### src/rtl/shfifo_burst_rd.sv
// Purpose : drains a show-ahead FIFO as sop/eop framed bursts on a valid/ready stream.
// Latency : zero-latency data pass-through; a burst starts one cycle after the start condition is seen.
// Backpress: out_rdy low holds out_vld/out_dat/out_sop/out_eop and suppresses fifo_ren.
//
// Ports:
//   clk, rst_n       clock, asynchronous active-low reset
//   fifo_rdat        head-of-FIFO data (show-ahead)
//   fifo_empty       FIFO empty flag
//   fifo_rcnt        FIFO occupancy (FIFO_ADDR+1 bits)
//   fifo_ren         FIFO pop, combinational, asserted on each stream handshake
//   out_vld/out_rdy  stream handshake
//   out_dat          stream data
//   out_sop/out_eop  first / last beat of the current burst
//   burst_cnt        completed bursts (wrapping)
//   short_cnt        completed timeout-triggered bursts (wrapping)
//   busy             high while a burst is in progress
//   underrun_err     sticky flag: stream was valid while the FIFO was empty
module shfifo_burst_rd #(
  parameter int FIFO_WIDTH = 32,
  parameter int FIFO_ADDR  = 3,
  parameter int BURST_LEN  = 4,
  parameter int TIMEOUT    = 16,
  parameter int TMR_W      = 8
) (
  input  logic                  clk,
  input  logic                  rst_n,
  input  logic [FIFO_WIDTH-1:0] fifo_rdat,
  input  logic                  fifo_empty,
  input  logic [FIFO_ADDR:0]    fifo_rcnt,
  output logic                  fifo_ren,
  output logic                  out_vld,
  input  logic                  out_rdy,
  output logic [FIFO_WIDTH-1:0] out_dat,
  output logic                  out_sop,
  output logic                  out_eop,
  output logic [15:0]           burst_cnt,
  output logic [15:0]           short_cnt,
  output logic                  busy,
  output logic                  underrun_err
);

  localparam int CW = FIFO_ADDR + 1;

  localparam logic [CW-1:0]    BURST_LEN_C = CW'(BURST_LEN);
  localparam logic [CW-1:0]    ONE_C       = CW'(1);
  localparam logic [TMR_W-1:0] ONE_T       = TMR_W'(1);
  localparam bit               TMO_EN      = (TIMEOUT != 0);
  // Only meaningful when TMO_EN; the comparison is gated off otherwise.
  localparam logic [TMR_W-1:0] TMO_LAST    = TMO_EN ? TMR_W'(TIMEOUT - 1) : '0;

  typedef enum logic {
    IDLE  = 1'b0,
    BURST = 1'b1
  } state_t;

  state_t           state, state_nxt;
  logic [TMR_W-1:0] tmr, tmr_nxt;
  logic [CW-1:0]    beat, beat_nxt;
  logic [CW-1:0]    len, len_nxt;
  logic             short_flag, short_nxt;
  logic             xfer;
  logic             done;

  // Data is a straight pass-through of the FIFO head; it is only
  // qualified by out_vld, so no gating is needed in IDLE.
  assign out_dat  = fifo_rdat;
  assign fifo_ren = xfer;

  // ---------------------------------------------------------------
  // State register
  // ---------------------------------------------------------------
  always_ff @(posedge clk or negedge rst_n) begin
    if (!rst_n) begin
      state <= IDLE;
    end else begin
      state <= state_nxt;
    end
  end

  // ---------------------------------------------------------------
  // Next-state, datapath next values and outputs
  // ---------------------------------------------------------------
  always_comb begin
    state_nxt = state;
    tmr_nxt   = tmr;
    beat_nxt  = beat;
    len_nxt   = len;
    short_nxt = short_flag;
    out_vld   = 1'b0;
    out_sop   = 1'b0;
    out_eop   = 1'b0;
    busy      = 1'b0;
    xfer      = 1'b0;
    done      = 1'b0;

    case (state)
      IDLE: begin
        if (fifo_rcnt >= BURST_LEN_C) begin
          // A full burst always wins over a pending timeout.
          state_nxt = BURST;
          len_nxt   = BURST_LEN_C;
          short_nxt = 1'b0;
          tmr_nxt   = '0;
        end else if (!fifo_empty && TMO_EN && (tmr == TMO_LAST)) begin
          // Flush whatever is present now; later writes wait for the
          // next burst, so len never exceeds what is really stored.
          state_nxt = BURST;
          len_nxt   = fifo_rcnt;
          short_nxt = 1'b1;
          tmr_nxt   = '0;
        end else if (!fifo_empty) begin
          tmr_nxt = tmr + ONE_T;
        end else begin
          tmr_nxt = '0;
        end
      end

      BURST: begin
        out_vld = 1'b1;
        busy    = 1'b1;
        // Framing depends only on the beat index, so it stays stable
        // across stalls.
        out_sop = (beat == '0);
        out_eop = (beat == (len - ONE_C));
        xfer    = out_rdy;
        if (xfer) begin
          if (out_eop) begin
            state_nxt = IDLE;
            beat_nxt  = '0;
            done      = 1'b1;
          end else begin
            beat_nxt = beat + ONE_C;
          end
        end
      end

      default: begin
        state_nxt = IDLE;
      end
    endcase
  end

  // ---------------------------------------------------------------
  // Datapath registers and statistics
  // ---------------------------------------------------------------
  always_ff @(posedge clk or negedge rst_n) begin
    if (!rst_n) begin
      tmr          <= '0;
      beat         <= '0;
      len          <= '0;
      short_flag   <= 1'b0;
      burst_cnt    <= '0;
      short_cnt    <= '0;
      underrun_err <= 1'b0;
    end else begin
      tmr        <= tmr_nxt;
      beat       <= beat_nxt;
      len        <= len_nxt;
      short_flag <= short_nxt;
      if (done) begin
        burst_cnt <= burst_cnt + 16'd1;
        if (short_flag) begin
          short_cnt <= short_cnt + 16'd1;
        end
      end
      // Presenting a beat with nothing in the FIFO means the occupancy
      // view and the burst length disagreed; latch it for software.
      if (out_vld && fifo_empty) begin
        underrun_err <= 1'b1;
      end
    end
  end

endmodule

### config.mk
export PLATFORM = sky130hd
export DESIGN_NAME = shfifo_burst_rd
export DESIGN_NICKNAME = d
export VERILOG_FILES = /design/src/rtl/shfifo_burst_rd.sv
export SDC_FILE = /design/constraint.sdc
export NUM_CORES = 1
export LEC_CHECK = 0
export ABC_CLOCK_PERIOD_IN_PS = 4000
export CORE_MARGIN = 3
export CORE_UTILIZATION = 48
export CTS_BUF_LIST = sky130_fd_sc_hd__clkbuf_8
export DETAILED_ROUTE_END_ITERATION = 16
export GPL_TIMING_DRIVEN = 0
export MAX_ROUTING_LAYER = met4
export PLACE_DENSITY = 0.95
export SYNTH_ARGS = -nofsm -noshare
export SYNTH_HDL_FRONTEND = slang
export SYNTH_SLANG_ARGS = --single-unit
export TNS_END_PERCENT = 10
### constraint.sdc
create_clock -name clk -period 4 [get_ports clk]
set_input_delay 0.4 -clock clk [delete_from_list [all_inputs] [get_ports clk]]
set_output_delay 0.4 -clock clk [all_outputs]
set_load 0.1 [all_outputs]
==> results of run 1 <==
==> cells by family after synthesis <==
group | after synthesis
compound gates | 9
xor+xnor | 44
fa+ha+maj | 6
buf+inv | 47
flops | 51
mux | 3
simple gates | 93
==> cells in the mapped netlist, drive strengths merged, types with 2 or more instances <==
library cell and instances:
and2 2, and3 6, nand3 21, mux2 3, o21ai 3, ha 6, buf 37, nand2 11
nor2b 2, nor2 20, xor2 17, and4 5, a21o 2, nand4 13, xnor2 26, inv 8
clkbuf 2, nor3 8, dfrtp 51
==> worst paths after layout <==
check,start,endpoint,slack (ns),cells past startpoint
max in group asynchronous,rst_n,beat[2],3.41,2
min in group clk,short_cnt[15],short_cnt[15],0.48,1
max,len[0],out_eop,0.67,7
min reg2reg,short_cnt[15],short_cnt[15],0.48,1
max reg2reg,len[0],burst_cnt[9],1.91,8
min,rst_n,short_cnt[10],0.06,1
==> per-stage QoR <==
step	util, %	std cells	hold slack [ns]	power [W]
3_3_place_gp	67.5	400	0.444	0.00168
5_1_grt	69.3	409	0.0903	0.00208
2_1_floorplan	-	253	0.104	0.00149
6_report	69.3	409	0.0596	0.00197
3_5_place_dp	67.8	401	0.398	0.00171
4_1_cts	69.3	409	0.0647	0.00199
==> placed cells by master (no fill, tap or decap), types with 5 or more instances in the layout <==
master,n
and4_1,5
inv_1,10
nor3_1,6
buf_4,34
nor2_1,20
xnor2_1,25
nand4_1,13
nand2_1,11
ha_1,6
xor2_1,17
and3_1,6
clkbuf_8,5
clkdlybuf4s50_1,76
nand3_1,19
dfrtp_1,51
==> sequential cells by signal, summed over array words and instances (netlist names) <==
signal	count
underrun_err	1
burst_cnt	16
short_cnt	16
state	1
tmr	8
beat	4
short_flag	1
len	4
==> cell type report <==
type,instances,area share [%]
plain buffers,39,7.95
inverters,8,0.822
multi-input cells,155,30.1
clock buffers,5,1.88
clock inverters,3,0.343
well taps,70,2.40
repair buffers,78,21.5
flip-flops and latches,51,34.9
==> per-layer routing <==
layer / up-vias / share of wire [%] / GRT usage, % / wire, um
met2: 87 / 52 / 33.0 / 2970
met4: 0 / 1.3 / 6.42 / 77
met5: - / 0 / - / 0
li1: 992 / - / - / -
met3: 8 / 7.4 / 3.99 / 423
met1: 1007 / 39 / 21.1 / 2270
==> critical path, delay by kind of cell (launching register included) <==
family / cells / cell delay, ns
flops: 1 / 0.39
simple gates: 3 / 0.51
xor+xnor: 1 / 0.21
buf+inv: 2 / 1.21
fa+ha+maj: 1 / 0.30
==> power by group <==
part / internal (W) / leakage, nW / switching [W] / total, W
Combinational: 0.000308 / 0.949 / 0.000693 / 0.00100
Sequential: 0.000596 / 0.684 / 0.000102 / 0.000698
Clock: 0.000118 / 0.0505 / 0.000158 / 0.000275
Total: 0.00102 / 1.68 / 0.000953 / 0.00197
==> flow_summary_export.csv, run 1 <==
group,metric,value,unit
place,place_ws,0.987,ns
worst_setup_path,slowest_delay,1.14,ns
yosys,yosysTopAreaCell,"dfrtp_1",
place,io_buffers,77,
cells_and_area,regArea,0.00128,sq mm
cts,cts_buffers,5,
timing,hold_viol_final,0,
yosys,synth-simple-area-share,19.3,%
worst_setup_path,cp-end-kind,"output port",
cells_and_area,n_fill_cell,407,
global_route,grtUsageTotal,18.8,%
yosys,synth_mux_area_share,1.26,%
status,status,"finished clean",
cts,cts_sinks,51,
timing,finalCritPeriodShare,83.2,%
worst_setup_path,start_kind,"flip-flop",
cts,ctsLongestPathBuffers,2,
worst_setup_path,critical_path_required,3.60,ns
timing,tns,0,ns
yosys,synth_compound_area_share,2.19,%
cts,insertion_delay,0.30,ns
yosys,synth_edf_count,0,
die,die_w,80.9,um
place,dpl_cell_area,0.00357,sq mm
routing,dr.first_iter.drc_count,82,
die,start_util,51.1,%
yosys,async_flop_share,100,%
die,dieArea,0.00654,sq mm
routing,wirelength,5.74,mm
routing,ant_nets,0,
cts,clk_pin_slew_worst_paths,0.08,ns
cells_and_area,layout.nets,384,
yosys,synth_flop_cell,"dfrtp_1",
yosys,netlist_area,0.00269,sq mm
timing,relSlewSlack,33.9,%
timing,worst_slack,0.672,ns
cts,tritoncts,"built",
hold_path,min_path_type,"in -> async",
yosys,syn_avg_cell_area,10.6,sq um
cells_and_area,area_growth,35.7,%
cells_and_area,finalInstanceArea,0.00365,sq mm
routing,dr.pass1.iters,4,
routing,vias,2094,
global_route,grt_pass1_vias,2094,
place,place_hpwl,4.50,mm
routing,via_per_inst,5.12,
timing,clock_skew,0.00749,ns
yosys,synth_cell_types,37,
global_route,grt_max_degree,30,
timing,max_freq,300,MHz
global_route,grt_pass1_wl,9.32,mm
job,cap_violations,0,
die,chipHeight,80.9,um
power,cellPowerDensity,541,mW/mm^2
cts,root_buffer,"clkbuf_8",
power,p_leak,1.68,nW
global_route,antenna_found_initial,0,
routing,drt-wirelength-per-cell,14.0,um
cts,cts-resized-gates,0,
die,io_pins,110,
yosys,ys_warn_count,0,
cells_and_area,drive_above_1_share,15.9,%
cells_and_area,multi_input_area,0.00110,sq mm
cts,post_cts_buffers,0,
place,gp_congestion,0.828,
worst_setup_path,path_max_fanout,3,
yosys,synth_top_family_by_area,"simple AND/OR/NAND/NOR gates",
power,irDropWorstVdd,0.695,mV
cells_and_area,diodes,0,
yosys,synth_fa_ha_area_share,2.79,%
timing,tightest_slew,0.989,ns
die,core_area,0.00527,sq mm
timing,min_period,3.33,ns
die,rows,26,
yosys,ys_ff_latch,51,
worst_setup_path,arrival,2.93,ns
yosys,synth_top_area_share,47.4,%
yosys,synthXorXnorAreaFrac,15.2,%
timing,finalMaxSlewViolations,0,
cts,ctsHoldBuffers,0,
worst_setup_path,path_cells,"inv_1 > ha_1 > xor2_1 > nand3_2 > nor2_1 > and2_1 > clkdlybuf4s50_1",
yosys,syn-num-nets,299,
yosys,syn_inst,253,
worst_setup_path,criticalPathCategory,"reg -> out",
yosys,synth_top_cells_by_area,"dfrtp_1, buf_4, xnor2_1",
timing,setup_viol,0,
global_route,grt-ovfl-total,0,
cts,htreeDepth,2,
yosys,seq_area_frac_synth,47.4,%
worst_setup_path,crit_slowest_cell,"clkdlybuf4s50_1",
timing,rsz0062_at_grt,"false",
routing,drc,0,
No activity file was read; power rests on OpenSTA's default activity.
==> run 2: changes to the inputs <==
ABC_CLOCK_PERIOD_IN_PS = 2820   (was 4000)
CORE_UTILIZATION = 40   (was 48)
PLACE_DENSITY = 0.9   (was 0.95)
clock period = 2.82 ns   (was 4 ns; I/O delays follow)
==> run 2 against run 1 <==
Compared with the run above:
- worst setup slack got worse by 0.42 ns
- die area increased by 18%
- register-to-register slack got worse by 1.2 ns
- sequential power increased by 42%
- global-route usage decreased by 2.5 points
- clock-buffer cell count unchanged
- critical path depth decreased by 4
- largest power group unchanged
==> flow_summary_export.csv, run 2 (synthesized netlist as in run 1, its figures left out) <==
group,metric,value,unit
status,status,"finished clean",
power,cellPowerDensity,765,mW/mm^2
routing,wl_met3,294,um
cts,clk_pin_slew_worst_paths,0.09,ns
die,start_util,41.9,%
routing,drc,0,
cts,cts_buffers,5,
cells_and_area,area_growth,36.5,%
die,dieArea,0.00775,sq mm
global_route,grtUsageTotal,16.2,%
cells_and_area,diodes,0,
power,p_leak,1.70,nW
routing,dr.first_iter.drc_count,74,
die,rows,29,
job,cap_violations,0,
global_route,antenna_found_initial,0,
global_route,grt_pass1_wl,9.73,mm
worst_setup_path,arrival,2.29,ns
place,place_ws,-0.104,ns
routing,vias,2081,
die,core_area,0.00642,sq mm
timing,max_freq,389,MHz
die,die_w,88.0,um
cts,cts_sinks,51,
power,irDropWorstVdd,0.558,mV
cts,insertion_delay,0.29,ns
global_route,grt_pass1_vias,2156,
place,gp_congestion,0.800,
cells_and_area,mostFrequentLayoutCells,"clkdlybuf4s50_1, dfrtp_1, buf_4",
timing,finalCritPeriodShare,91.2,%
cells_and_area,post-route-util,57.2,%
timing,finalMaxSlewViolations,0,
timing,setup_viol,0,
timing,clock_skew,0.00330,ns
routing,highest_layer,"met4",
routing,via_per_inst,4.99,
cts,root_buffer,"clkbuf_8",
routing,dr.pass1.iters,4,
global_route,grt_max_degree,30,
cts,ctsLongestPathBuffers,2,
timing,relSlewSlack,33.5,%
timing,tightest_slew,0.994,ns
worst_setup_path,critical_path_required,2.54,ns
timing,rsz0062_at_grt,"false",
routing,ant_nets,0,
worst_setup_path,criticalPathCategory,"reg -> out",
global_route,grt-ovfl-total,0,
cells_and_area,layout.nets,385,
place,place_hpwl,4.62,mm
timing,min_period,2.57,ns
cells_and_area,final_common_cell,"clkdlybuf4s50_1",
worst_setup_path,cp-end-kind,"output port",
routing,drt-wirelength-per-cell,13.9,um
die,io_pins,110,
routing,wl_met1,2.32,mm
cells_and_area,drive_above_1_share,16.2,%
place,io_buffers,77,
cells_and_area,largestRegisters,"burst_cnt: 16 flops, short_cnt: 16 flops, tmr: 8 flops",
timing,hold_viol_final,0,
routing,wirelength,5.78,mm
hold_path,min_path_type,"reg -> reg",
cts,tritoncts,"built",
worst_setup_path,start_kind,"flip-flop",
routing,wl_met2,3.12,mm
cts,htreeDepth,2,
die,chipHeight,88.0,um
worst_setup_path,path_max_fanout,10,
timing,worst_slack,0.248,ns
==> run 2: changes by cell type in the layout (fill, tap and decap cells not counted) <==
cell,previous run,this run
buf_2,2,3
clkdlybuf4s50_1,76,74
dlygate4sd2_1,0,1
dlygate4sd3_1,0,1
nor4bb_2,1,0
nor4bb_4,0,1
==> run 2: layer usage <==
metal  up-vias  GRT usage, %
li1        996             -
met1      1008          18.5
met2        71          29.4
met3         6          3.10
met4         0          3.71
met5         -             -
==> run 2: area by class of cell <==
class,instances,area [sq um]
well taps,77,96.3
flip-flops and latches,51,1280
repair buffers,79,790
clock buffers,5,68.8
fillers,535,2750
inverters,8,30.0
multi-input cells,155,1110
clock inverters,3,12.5
plain buffers,39,290
==> run 2: where the power goes <==
group          internal, W  switching, W
registers         0.000845      0.000148
clock network     0.000167      0.000224
logic             0.000435      0.000990
==> run 2: stage by stage <==
step / total power (W) / hold WS [ns] / cells / cell area [sq um] / setup TNS [ns]
global route: 0.00299 / 0.509 / 417 / 3670 / 0
CTS: 0.00285 / 0.471 / 417 / 3680 / 0
detailed placement: 0.00245 / 0.295 / 408 / 3590 / -0.104
finish: 0.00281 / 0.467 / 417 / 3670 / 0
global placement: 0.00241 / 0.444 / 407 / 3570 / -0.0606
floorplan: 0.00213 / -0.0136 / 253 / 2710 / -0.346
==> run 2: path summary, 6_finish.rpt <==
check	slack, ns	startpoint	cells after the start	end
worst min-delay path	0.47	underrun_err	1	underrun_err
worst min register to register	0.47	underrun_err	1	underrun_err
max in group asynchronous	1.79	rst_n	3	tmr[1]
min in group asynchronous	0.50	rst_n	2	short_cnt[11]
worst max register to register	0.74	len[0]	8	burst_cnt[11]
worst max-delay path	0.25	state	3	out_sop
==> run 2: timing repair <==
action	CTS	global route
endpoints found under the hold margin	22	0
endpoints found under the setup margin	2	1
cloned	0	0
hold buffers	1	0
buffers inserted	0	0
gates resized for setup	4	2
==> run 2: worst max-delay path, stage by stage, from the launching register on <==
cell and delay (ns):
dfrtp_1 0.41, clkbuf_1 0.32, nor4bb_4 0.36, dlygate4sd2_1 0.89
==> run 3: changes to the inputs <==
CORE_ASPECT_RATIO = 0.9   (was not set)
SLEW_MARGIN = 0   (was not set)
==> run 3 against run 2 <==
Compared with the run above:
- global-route usage increased by 0.28 points
- combinational power barely moved
- critical path depth up 1
- sequential cell count unchanged
- wire length increased by 2.6%
- worst setup slack better by 0.017 ns
- die area about the same
- hold slack got worse by 0.010 ns
- total power rose by 3.7%
==> flow_summary_export.csv, run 3 (synthesized netlist as in run 1, its figures left out) <==
group,metric,value,unit
power,cellPowerDensity,785,mW/mm^2
cells_and_area,post-route-util,58.7,%
worst_setup_path,critPathLaunch,"out_rdy",
timing,max_freq,391,MHz
global_route,grt_pass1_wl,10.3,mm
cts,post_cts_buffers,0,
die,chipHeight,83.8,um
worst_setup_path,reg2reg_slack,0.66,ns
cells_and_area,regArea,0.00128,sq mm
routing,drt-wirelength-per-cell,13.9,um
global_route,grt-ovfl-total,0,
cells_and_area,layout.nets,385,
cells_and_area,multi_input_area,0.00111,sq mm
routing,dr.pass1.iters,4,
cts,root_buffer,"clkbuf_8",
die,io_pins,110,
worst_setup_path,reg2reg_to,"burst_cnt[9]",
power,p_leak,1.70,nW
place,place_ws,-0.126,ns
routing,wirelength,5.93,mm
cells_and_area,final_common_cell,"clkdlybuf4s50_1",
cts,ctsLongestPathBuffers,2,
timing,min_period,2.56,ns
cts,cts_sinks,51,
worst_setup_path,path_max_fanout,6,
worst_setup_path,cp-end-kind,"output port",
timing,clock_skew,0.00709,ns
global_route,grtUsageTotal,16.5,%
worst_setup_path,rr_worst_depth,8,
cells_and_area,finalInstanceArea,0.00371,sq mm
status,status,"finished clean",
cts,htreeDepth,2,
routing,drc,0,
power,finalPower,0.00291,W
timing,tightest_slew,0.988,ns
job,cap_violations,0,
routing,vias,2101,
timing,worst_slack,0.264,ns
global_route,antenna_found_initial,0,
cells_and_area,diodes,0,
routing,ant_nets,0,
worst_setup_path,start_kind,"input pin",
cts,cts_buffers,5,
cts,insertion_delay,0.29,ns
die,core_area,0.00632,sq mm
die,rows,27,
die,dieArea,0.00775,sq mm
place,place_hpwl,4.61,mm
power,irDropWorstVdd,0.758,mV
global_route,grt_max_degree,34,
cells_and_area,drive_above_1_share,16.2,%
routing,dr.first_iter.drc_count,57,
cells_and_area,mostFrequentLayoutCells,"clkdlybuf4s50_1, dfrtp_1, buf_4",
die,die_w,92.5,um
cts,clk_pin_slew_worst_paths,0.09,ns
worst_setup_path,critical_path_required,2.54,ns
timing,hold_viol_final,0,
worst_setup_path,r2r-start,"len[0]",
cells_and_area,area_growth,37.8,%
cts,tritoncts,"built",
timing,finalCritPeriodShare,90.6,%
worst_setup_path,arrival,2.27,ns
timing,setup_viol,0,
hold_path,min_path_type,"in -> async",
routing,via_per_inst,4.93,
cells_and_area,largestRegisters,"burst_cnt: 16 flops, short_cnt: 16 flops, tmr: 8 flops",
place,io_buffers,77,
global_route,grt_pass1_vias,2231,
timing,rsz0062_at_grt,"false",
timing,holdWs,0.457,ns
place,dpl_cell_area,0.00360,sq mm
timing,finalMaxSlewViolations,0,
place,gp_congestion,0.796,
die,start_util,42.6,%
worst_setup_path,criticalPathCategory,"in -> out",
cells_and_area,n_fill_cell,543,
timing,relSlewSlack,33.9,%
run 3: timing repair:
item | CTS | global route
endpoints found under the hold margin | 18 | 0
gates resized for setup | 4 | 2
endpoints found under the setup margin | 2 | 1
gates cloned | 0 | 0
hold buffers | 1 | 0
run 3: area by class of cell:
cell class,count,area share [%]
inverters,8,0.810
clock inverters,2,0.911
multi-input cells,155,29.9
flip-flops and latches,51,34.4
plain buffers,39,7.83
clock buffers,5,1.86
well taps,87,2.94
repair buffers,79,21.3
run 3: worst max-delay path, cell delays in order:
cell and delay, ns:
clkdlybuf4s50_1 0.46, nand2_1 0.14, inv_1 0.21, clkdlybuf4s50_1 1.18
run 3: routing by layer:
metal | track usage (%) | routed length (um) | vias to the layer above
met2 | 28.1 | 3090 | 66
met1 | 19.7 | 2460 | 1033
met4 | 4.45 | 37 | 0
met3 | 3.70 | 345 | 4
met5 | - | 0 | -
li1 | - | - | 998
run 3: worst max-delay path by stage:
stage | slack (ns) | depth (start not counted) | end
after detailed placement | -0.13 | 7 | out_eop
after CTS | 0.12 | 7 | out_eop
after global routing | 0.09 | 7 | out_eop
final | 0.26 | 4 | fifo_ren
after floorplan | -0.07 | 6 | short_cnt[8]
after global placement | -0.05 | 7 | out_eop
run 3: per-stage QoR:
| step | setup TNS (ns) | instances |
|---|---|---|
| 6_report | 0 | 426 |
| 5_1_grt | 0 | 426 |
| 4_1_cts | 0 | 426 |
| 3_5_place_dp | -0.126 | 418 |
| 3_3_place_gp | -0.0544 | 417 |
| 2_1_floorplan | -0.346 | 253 |
run 3: where the power goes:
group | internal [W] | switching [W]
clock network | 0.000257 | 0.000223
logic | 0.000437 | 0.000999
registers | 0.000845 | 0.000151
total | 0.00154 | 0.00137
